**src/rtl/ether_gmii_tx.sv**
```systemverilog
// Gigabit Ethernet GMII transmitter.
// Frames an upstream byte stream with preamble and SFD, pads short frames,
// appends the CRC-32 FCS and enforces the inter-frame gap. Underruns are
// signalled on the wire with tx_er; a PHY reset drop silently truncates.
module ether_gmii_tx #(
   parameter int IFG_CYCLES = 12,
   parameter int MIN_FRAME  = 60
) (
   input  logic        clk_125,
   input  logic        rst,
   input  logic        phy_rst,
   input  logic [7:0]  tx_data,
   input  logic        tx_valid,
   input  logic        tx_last,
   output logic        tx_ready,
   output logic [7:0]  gmii_txd,
   output logic        gmii_tx_en,
   output logic        gmii_tx_er,
   output logic        busy,
   output logic [15:0] frame_cnt,
   output logic [15:0] err_cnt
);

   // Each state names what the GMII outputs carry during that cycle.
   // S_ERR is the single tx_er cycle that marks an underrun on the wire.
   localparam logic [2:0] S_IDLE = 3'd0;
   localparam logic [2:0] S_PRE  = 3'd1;
   localparam logic [2:0] S_SFD  = 3'd2;
   localparam logic [2:0] S_DATA = 3'd3;
   localparam logic [2:0] S_PAD  = 3'd4;
   localparam logic [2:0] S_FCS  = 3'd5;
   localparam logic [2:0] S_IFG  = 3'd6;
   localparam logic [2:0] S_ERR  = 3'd7;

   localparam logic [16:0] MIN_LEN  = 17'(MIN_FRAME);
   localparam logic [15:0] IFG_LAST = 16'((IFG_CYCLES > 0) ? (IFG_CYCLES - 1) : 0);

   logic [2:0]  state_q, state_d;
   logic [15:0] phase_q, phase_d;       // preamble / FCS / IFG position
   logic [15:0] byte_cnt_q, byte_cnt_d; // payload+pad bytes, saturating
   logic [31:0] crc_q, crc_d;
   logic        last_done_q, last_done_d;
   logic [7:0]  txd_q, txd_d;
   logic        en_q, en_d;
   logic        er_q, er_d;
   logic [15:0] frame_cnt_q, frame_cnt_d;
   logic [15:0] err_cnt_q, err_cnt_d;

   logic [7:0]  crc_in;
   logic [31:0] crc_chain [0:8];
   logic [31:0] crc_upd;
   logic [31:0] fcs_val;
   logic [15:0] byte_cnt_inc;
   logic        pad_needed;
   logic        abort;

   assign tx_ready = (state_q == S_SFD) || ((state_q == S_DATA) && !last_done_q);

   // A PHY reset drop kills any frame that is on the wire; IFG/IDLE are safe.
   assign abort = !phy_rst && ((state_q == S_PRE) || (state_q == S_SFD) ||
                               (state_q == S_DATA) || (state_q == S_PAD) ||
                               (state_q == S_FCS));

   // While accepting bytes the CRC eats upstream data, otherwise pad zeros.
   assign crc_in = tx_ready ? tx_data : 8'h00;

   // Reflected CRC-32, one bit per chain stage, LSB of the byte first.
   assign crc_chain[0] = crc_q ^ {24'h000000, crc_in};
   genvar gi;
   generate
      for (gi = 0; gi < 8; gi++) begin : g_crc_bit
         assign crc_chain[gi+1] = crc_chain[gi][0]
                                  ? ({1'b0, crc_chain[gi][31:1]} ^ 32'hEDB88320)
                                  : {1'b0, crc_chain[gi][31:1]};
      end
   endgenerate
   assign crc_upd = crc_chain[8];
   assign fcs_val = ~crc_q;

   assign byte_cnt_inc = (byte_cnt_q == 16'hFFFF) ? byte_cnt_q : (byte_cnt_q + 16'd1);
   // Written as cnt+1 <= MIN so a zero MIN_FRAME needs no special case.
   assign pad_needed   = ({1'b0, byte_cnt_q} + 17'd1) <= MIN_LEN;

   // Next-state and next-output computation for the transmit sequencer.
   always_comb begin
      state_d     = state_q;
      phase_d     = phase_q;
      byte_cnt_d  = byte_cnt_q;
      crc_d       = crc_q;
      last_done_d = last_done_q;
      txd_d       = 8'h00;
      en_d        = 1'b0;
      er_d        = 1'b0;
      frame_cnt_d = frame_cnt_q;
      err_cnt_d   = err_cnt_q;

      case (state_q)
         S_IDLE: begin
            if (tx_valid && phy_rst) begin
               state_d     = S_PRE;
               phase_d     = 16'd0;
               byte_cnt_d  = 16'd0;
               crc_d       = 32'hFFFFFFFF;
               last_done_d = 1'b0;
               txd_d       = 8'h55;
               en_d        = 1'b1;
            end
         end
         S_PRE: begin
            en_d = 1'b1;
            if (phase_q == 16'd6) begin
               state_d = S_SFD;
               txd_d   = 8'hD5;
            end else begin
               phase_d = phase_q + 16'd1;
               txd_d   = 8'h55;
            end
         end
         S_SFD, S_DATA, S_PAD: begin
            en_d = 1'b1;
            if (tx_ready) begin
               if (tx_valid) begin
                  state_d     = S_DATA;
                  txd_d       = tx_data;
                  crc_d       = crc_upd;
                  byte_cnt_d  = byte_cnt_inc;
                  last_done_d = tx_last;
               end else begin
                  // Upstream starved us mid-frame: poison it on the wire.
                  state_d   = S_ERR;
                  er_d      = 1'b1;
                  err_cnt_d = err_cnt_q + 16'd1;
               end
            end else if (pad_needed) begin
               state_d    = S_PAD;
               crc_d      = crc_upd;
               byte_cnt_d = byte_cnt_inc;
            end else begin
               state_d = S_FCS;
               phase_d = 16'd0;
               txd_d   = fcs_val[7:0];
            end
         end
         S_FCS: begin
            en_d = 1'b1;
            if (phase_q[1:0] == 2'd3) begin
               state_d     = S_IFG;
               phase_d     = 16'd0;
               en_d        = 1'b0;
               frame_cnt_d = frame_cnt_q + 16'd1;
            end else begin
               phase_d = phase_q + 16'd1;
               case (phase_q[1:0])
                  2'd0:    txd_d = fcs_val[15:8];
                  2'd1:    txd_d = fcs_val[23:16];
                  default: txd_d = fcs_val[31:24];
               endcase
            end
         end
         S_ERR: begin
            state_d = S_IFG;
            phase_d = 16'd0;
         end
         S_IFG: begin
            if (phase_q >= IFG_LAST) begin
               state_d = S_IDLE;
            end else begin
               phase_d = phase_q + 16'd1;
            end
         end
         default: begin
            state_d = S_IDLE;
         end
      endcase

      // PHY reset drop overrides everything, including a coincident underrun.
      if (abort) begin
         state_d     = S_IFG;
         phase_d     = 16'd0;
         txd_d       = 8'h00;
         en_d        = 1'b0;
         er_d        = 1'b0;
         frame_cnt_d = frame_cnt_q;
         err_cnt_d   = err_cnt_q + 16'd1;
      end
   end

   // State and registered GMII outputs; reset drops the wire immediately.
   always_ff @(posedge clk_125 or posedge rst) begin
      if (rst) begin
         state_q     <= S_IDLE;
         phase_q     <= 16'd0;
         byte_cnt_q  <= 16'd0;
         crc_q       <= 32'hFFFFFFFF;
         last_done_q <= 1'b0;
         txd_q       <= 8'h00;
         en_q        <= 1'b0;
         er_q        <= 1'b0;
         frame_cnt_q <= 16'd0;
         err_cnt_q   <= 16'd0;
      end else begin
         state_q     <= state_d;
         phase_q     <= phase_d;
         byte_cnt_q  <= byte_cnt_d;
         crc_q       <= crc_d;
         last_done_q <= last_done_d;
         txd_q       <= txd_d;
         en_q        <= en_d;
         er_q        <= er_d;
         frame_cnt_q <= frame_cnt_d;
         err_cnt_q   <= err_cnt_d;
      end
   end

   assign gmii_txd   = txd_q;
   assign gmii_tx_en = en_q;
   assign gmii_tx_er = er_q;
   assign busy       = (state_q != S_IDLE);
   assign frame_cnt  = frame_cnt_q;
   assign err_cnt    = err_cnt_q;

endmodule
```
**config.mk**
```make
export PLATFORM = sky130hd
export DESIGN_NAME = ether_gmii_tx
export DESIGN_NICKNAME = d
export VERILOG_FILES = /design/src/rtl/ether_gmii_tx.sv
export SDC_FILE = /design/constraint.sdc
export NUM_CORES = 1
export LEC_CHECK = 0
export CORE_MARGIN = 1.5
export CORE_UTILIZATION = 62
export DETAILED_ROUTE_END_ITERATION = 8
export HOLD_SLACK_MARGIN = 0.03
export PLACE_DENSITY = 0.87
export SLEW_MARGIN = 20
export SYNTH_ARGS = -nofsm -noshare
export SYNTH_HDL_FRONTEND = slang
export SYNTH_SLANG_ARGS = --single-unit
```
**constraint.sdc**
```tcl
create_clock -name clk_125 -period 8.5 [get_ports clk_125]
set_input_delay 2.125 -clock clk_125 [delete_from_list [all_inputs] [get_ports clk_125]]
set_output_delay 2.125 -clock clk_125 [all_outputs]
set_load 0.1 [all_outputs]
```
; ---- Yosys cells after proc, flatten, opt, wreduce, memory -nomap -nowiden
; Index checks and enable logic that the tools add are counted.
[totals]
latch_bits = 0
n_memories = 0
rom_bits = 0
ramBits = 0
out_inout_bits = 44
elab_cells = 138
inputBits = 13
reg_bits = 110
[op_classes]
n_lt_le_gt_ge = 2
n_bitwise = 11
eq_ne = 25
div = 0
n_reduce_logical = 24
add_sub_neg = 5
multipliers = 0
shifts = 0
n_mux = 61
[ops]
columns = cell, count
row1 = 32-bit 2-to-1 mux, 12
row2 = 16-bit 2-to-1 mux, 15
row3 = 13-bit inverter with 14-bit output, 8
row4 = 16-bit one-hot mux with 6 select lines, 1
row5 = "16-bit by 1-bit adder with 16-bit output, second input constant", 4
row6 = 32-bit one-hot mux with 2 select lines, 1
row7 = 8-bit 2-to-1 mux, 7
row8 = 32-bit inverter, 1
row9 = 16-bit one-hot mux with 2 select lines, 1
row10 = 8-bit one-hot mux with 4 select lines, 1
row11 = 32-bit by 8-bit bitwise XOR with 32-bit output, 1
row12 = "3-bit != test, second input constant", 8
row13 = 3-bit 2-to-1 mux, 7
row14 = 3-bit one-hot mux with 6 select lines, 1
row15 = "16-bit by 1-bit adder with 17-bit output, second input constant", 1
row16 = "17-bit by 6-bit less-or-equal comparator with 1-bit output, second input constant", 1
row17 = "16-bit equality test, second input constant", 1
row18 = "16-bit by 3-bit equality test with 1-bit output, second input constant", 1
row19 = "16-bit by 4-bit greater-or-equal comparator with 1-bit output, second input constant", 1
row20 = 8-bit one-hot mux with 2 select lines, 1
row21 = "3-bit equality test, second input constant", 4
row22 = 4-bit AND reduction, 3
row23 = 1-bit 2-to-1 mux, 11
row24 = 7-bit 2-to-1 mux, 1
row25 = 21 further kinds, 35

; ---- Depth between registers and ports, before layout
[logic_depth]
ltp_word = 24
depth_mapped = 12
depth_no_buf = 9

; ---- Worst setup path after synthesis
; No wires, ideal clock.
[synth_timing]
path_type = input -> register
startpoint = input port phy_rst
endpoint = register frame_cnt_q[12], in the netlist frame_cnt[12]
setup_time_ns = 0.159
path_slack_ns = 4.425
stages = 7
path_buffers = 1
required_ns = 8.341
arrival_time_ns = 3.916
cell_sequence = clkbuf_1 nand3b_1 nor3_1 nand4_1 or2_2 nand2b_1 xnor2_1
[synth_via]
elab_chain_len = 4
[synth_rtl]
columns = element, line_no
row1 = "start, declared", 11  ; input logic phy_rst,
row2 = 1-bit zero test, 60  ; assign abort = !phy_rst && ((state_q == S_PRE) || (state_q == S_SFD) ||
row3 = 1-bit logical AND, 60
row4 = 1-bit inverter (no line), --
row5 = 3-bit AND reduction (no line), --
row6 = "end signal, assigned", 210  ; frame_cnt_q <= frame_cnt_d;
row7 = "end, declared", 46  ; logic [15:0] frame_cnt_q, frame_cnt_d;
; No other way between the ends.
; A chain may end at the register's enable or synchronous reset.

; ---- Worst setup path after layout
[layout_timing]
startpoint = register state_q[1]
endpoint = output port tx_ready
[layout_via]
elab_chain_len = 3
elab_cells_between_ends = 4
classes_between = eq/ne: 2 / reduce/logical: 2
[layout_rtl]
columns = element, line_no
row1 = "start, declared", 38  ; logic [2:0] state_q, state_d;
row2 = "start signal, assigned", 202  ; state_q <= state_d;
row3 = 3-bit by 2-bit equality test with 1-bit output, 57  ; assign tx_ready = (state_q == S_SFD) || ((state_q == S_DATA) && !last_done_q);
row4 = 1-bit logical AND, 57
row5 = 1-bit logical OR (*), 57
row6 = "end, declared", 15  ; output logic tx_ready,
; Mark *: on every way between the ends. The rest lies on a longest branch, timed or not.

==> run summary <==
outcome = complete, no violations
number of slew-limit violations in the final report = 0
number of flip-flops and latches in the synthesized netlist = 110
1st-pass router iterations = 8
synthesis warning total = 0
Fill cells = 781
Synth Area in XOR/XNOR = 0.145
fraction of synthesized cell area taken by the top area cell type = 0.286
via count of the first global-routing pass = 5,464
hold bufs inserted after CTS = 0
pin count of the biggest net entering global routing = 72
portion of the clock cycle consumed by the worst path in the final layout = 0.648
skew final = 0.0161 ns
overall die height = 108 microns
endpoint with the worst hold slack = frame_cnt[15]
global-route met2 utilization = 0.480
maximum single-stage delay on the critical path = 1.17 ns
leakage power figure = 3.04 nW
hold path start = frame_cnt[15]
fraction of final layout cells with drive strength greater than 1 = 0.134
FF-to-FF path depth = 7
clock tree from TritonCTS = yes
Cell Chain, Critical Path = nor2b_1 > nand2_1 > inv_1 > clkdlybuf4s50_1
worst slew pin tran = 1.01 ns
Final GP Congestion = 0.886
net count after synthesis = 705
n_diodes = 0
kind of critical path = flip-flop to output pin
clock input transition at the sequential cells of the worst setup and hold paths = 0.10 ns
slowest CP cell = clkdlybuf4s50_1
clock network latency to the later pin of the worst-skew pair = 0.39 ns
most instantiated flip-flop cell in the synthesis netlist = dfrtp_1
required time at the endpoint of the critical path = 6.38 ns
number of buffers inserted by port buffering = 56
root buffer cell = clkbuf_8
average wire per cell in the routed design = 18.7 microns
EDFF count, synth = 0
most area-consuming cells after synthesis = dfrtp_1 29%, dfstp_2 12%, xnor2_1 7.8%
detail-routed via count per cell = 6.41
final core utilization = 0.706
net count of the finished layout = 739
setup repair after global routing missed its margin = no
total length of routed wires = 16,100 microns
share of synthesized flip-flops with an asynchronous set or reset = 1.00
logic depth of the worst path, buffers included = 4
fraction of the mapped netlist area in adder cells = 0.0165
cell taking the most area after synthesis = dfrtp_1
Die Area = 11,600 sq um
maximum buffer depth of the clock tree = 2
cell family with most CP delay = buffers and inverters
total number of placement rows = 38
number of antenna violations at the first check in global routing = 0
wire length of the first global-routing pass = 26,900 microns
GR met3 Demand/Resource = 0.0696
upper clock frequency limit = 0.182 GHz
post-CTS repair timing setup buffer count = 0
count of instances resized after the clock tree is built = 0
CTS H-tree depth = 3
final critical-path setup slack = 2.99 ns
total number of vias = 5,523
fraction of the mapped netlist area in compound gates = 0.168
total clock buffers created by CTS = 9
fraction of the yosys area taken by sequential cells = 0.409
Register-to-Register Setup Slack = 5.08 ns
Min-Delay Path Depth = 1
met1 usage in global routing = 0.383
most used standard cell by instance count after synthesis = dfrtp_1
1st-iter DRT viols = 513
drt drc = 0
buffers plus inverters on the worst setup path = 2
kind of end point of the critical path = output pin
total negative slack = 0 ns
top-level I/O count = 57
class of the most critical hold timing path = flip-flop to flip-flop
sinks on the clock net = 110
power density cells = 393 nW/um^2
combinational family with the most area after synthesis = simple AND/OR/NAND/NOR gates
Avg Cell Area, Syn = 9.99 sq um
number of hold-slack violations in the final timing report = 0
All-Layer GR Usage = 0.294
overflow left after global routing = 0
worst setup timing slack at the placement stage = 3.51 ns
layer with the highest usage = met2
max-cap check violation count = 0
number of instances in the synthesized netlist = 683
arrival time of the worst setup path = 3.38 ns
shortest clock period the worst path allows after layout = 5.51 ns
Post-Synthesis Cell Area = 6830 sq um
CP max FO = 18
mux contribution to synthesized area = 0.0246
Initial Utilization = 0.632
leading cell types by count after synthesis = 78 x dfrtp_1, 61 x xnor2_1, 55 x nand2_1
final number of setup-violating endpoints = 0
growth of design area from synthesis to finish = 11.6%
horizontal die dimension = 108 microns
launch point of the worst reg-to-reg path = byte_cnt_q[0]
startpoint types = flip-flop
worst-case vdd ir drop = 0.238 mV
post-synthesis simple-gate area fraction = 0.199
Crit Reg-Reg Endpoint = crc_q[9]
core region area = 10,800 sq um
detailed-placement wirelength estimate = 11,400 microns
max-slew headroom at the worst pin = 0.322
post-route ant nets = 0
number of distinct library cells after synthesis = 85
cells in the final DEF (no fill, tap or decap), drive strengths merged, types with 8 or more instances in the layout:
cell / netlist / final
xnor2: 65 / 65
ha: 9 / 9
o21ai: 24 / 24
a221o: 12 / 12
nand4: 19 / 19
nand3: 38 / 38
mux2: 14 / 14
nor2: 49 / 49
dfstp: 32 / 32
o221ai: 8 / 8
nor4: 15 / 15
and3: 10 / 10
dfrtp: 78 / 78
a21oi: 23 / 23
inv: 19 / 20
nor3: 10 / 10
xor2: 29 / 29
nand2: 55 / 55
clkdlybuf4s50: 0 / 56
a2bb2oi: 13 / 13
clkbuf: 10 / 10
nand2b: 15 / 15
how the worst max path moves through the flow:
| stage | from | to | slack (ns) |
|---|---|---|---|
| final | state_q[1] | tx_ready | 2.99 |
| after global routing | state_q[1] | tx_ready | 2.85 |
| after floorplan | rst | byte_cnt_q[0] | 3.53 |
| after global placement | state_q[1] | tx_ready | 3.59 |
| after CTS | state_q[1] | tx_ready | 3.05 |
| after detailed placement | state_q[1] | tx_ready | 3.51 |
per-layer routing:
metal	routed length, microns	vias to the layer above	share of wire
met4	373	0	0.023
met3	978	37	0.061
met2	7850	218	0.49
li1	-	2547	-
met5	0	-	0
met1	6910	2721	0.43
kinds of logic (layout without fill, tap and decap cells):
family | count (synthesis) | after routing
adder cells (fa/ha/maj) | 9 | 9
AND/OR/NAND/NOR | 253 | 253
multiplexers | 15 | 15
XOR/XNOR | 99 | 99
buffers and inverters | 54 | 93
AO/OA/AOI/OAI | 143 | 143
flip-flops | 110 | 110
stage by stage:
step	power (mW)	hold slack (ns)	instances	cell area [sq um]
after floorplan	2.30	0.446	683	6830
after global placement	2.56	0.456	846	7400
after detailed placement	2.62	0.465	846	7400
after CTS	2.98	0.481	862	7610
after global routing	3.16	0.507	862	7620
final	2.99	0.479	862	7620
registers in the layout, summed over array words and instances, names as in the netlist:
name / cells
crc_q: 32
byte_cnt_q: 16
err_cnt: 16
frame_cnt: 16
phase_q: 16
gmii_txd: 8
state_q: 3
gmii_tx_en: 1
gmii_tx_er: 1
last_done_q: 1
power breakdown:
group	total [mW]	leakage (nW)	internal (mW)	switching, mW
logic	1.85	1.53	0.734	1.12
registers	0.799	1.40	0.674	0.125
clock network	0.343	0.104	0.166	0.177
total	2.99	3.04	1.57	1.42
area by class of cell:
cell class              count  area, sq um  share of cell area
flip-flops and latches    110         2790               0.367
inverters                  19         73.8             0.00969
multi-input cells         519         3790               0.497
repair buffers             58          576              0.0755
clock inverters             6         85.1              0.0112
well taps                 140          175              0.0230
clock buffers              10          128              0.0168
No activity file was read; power rests on OpenSTA's default activity.
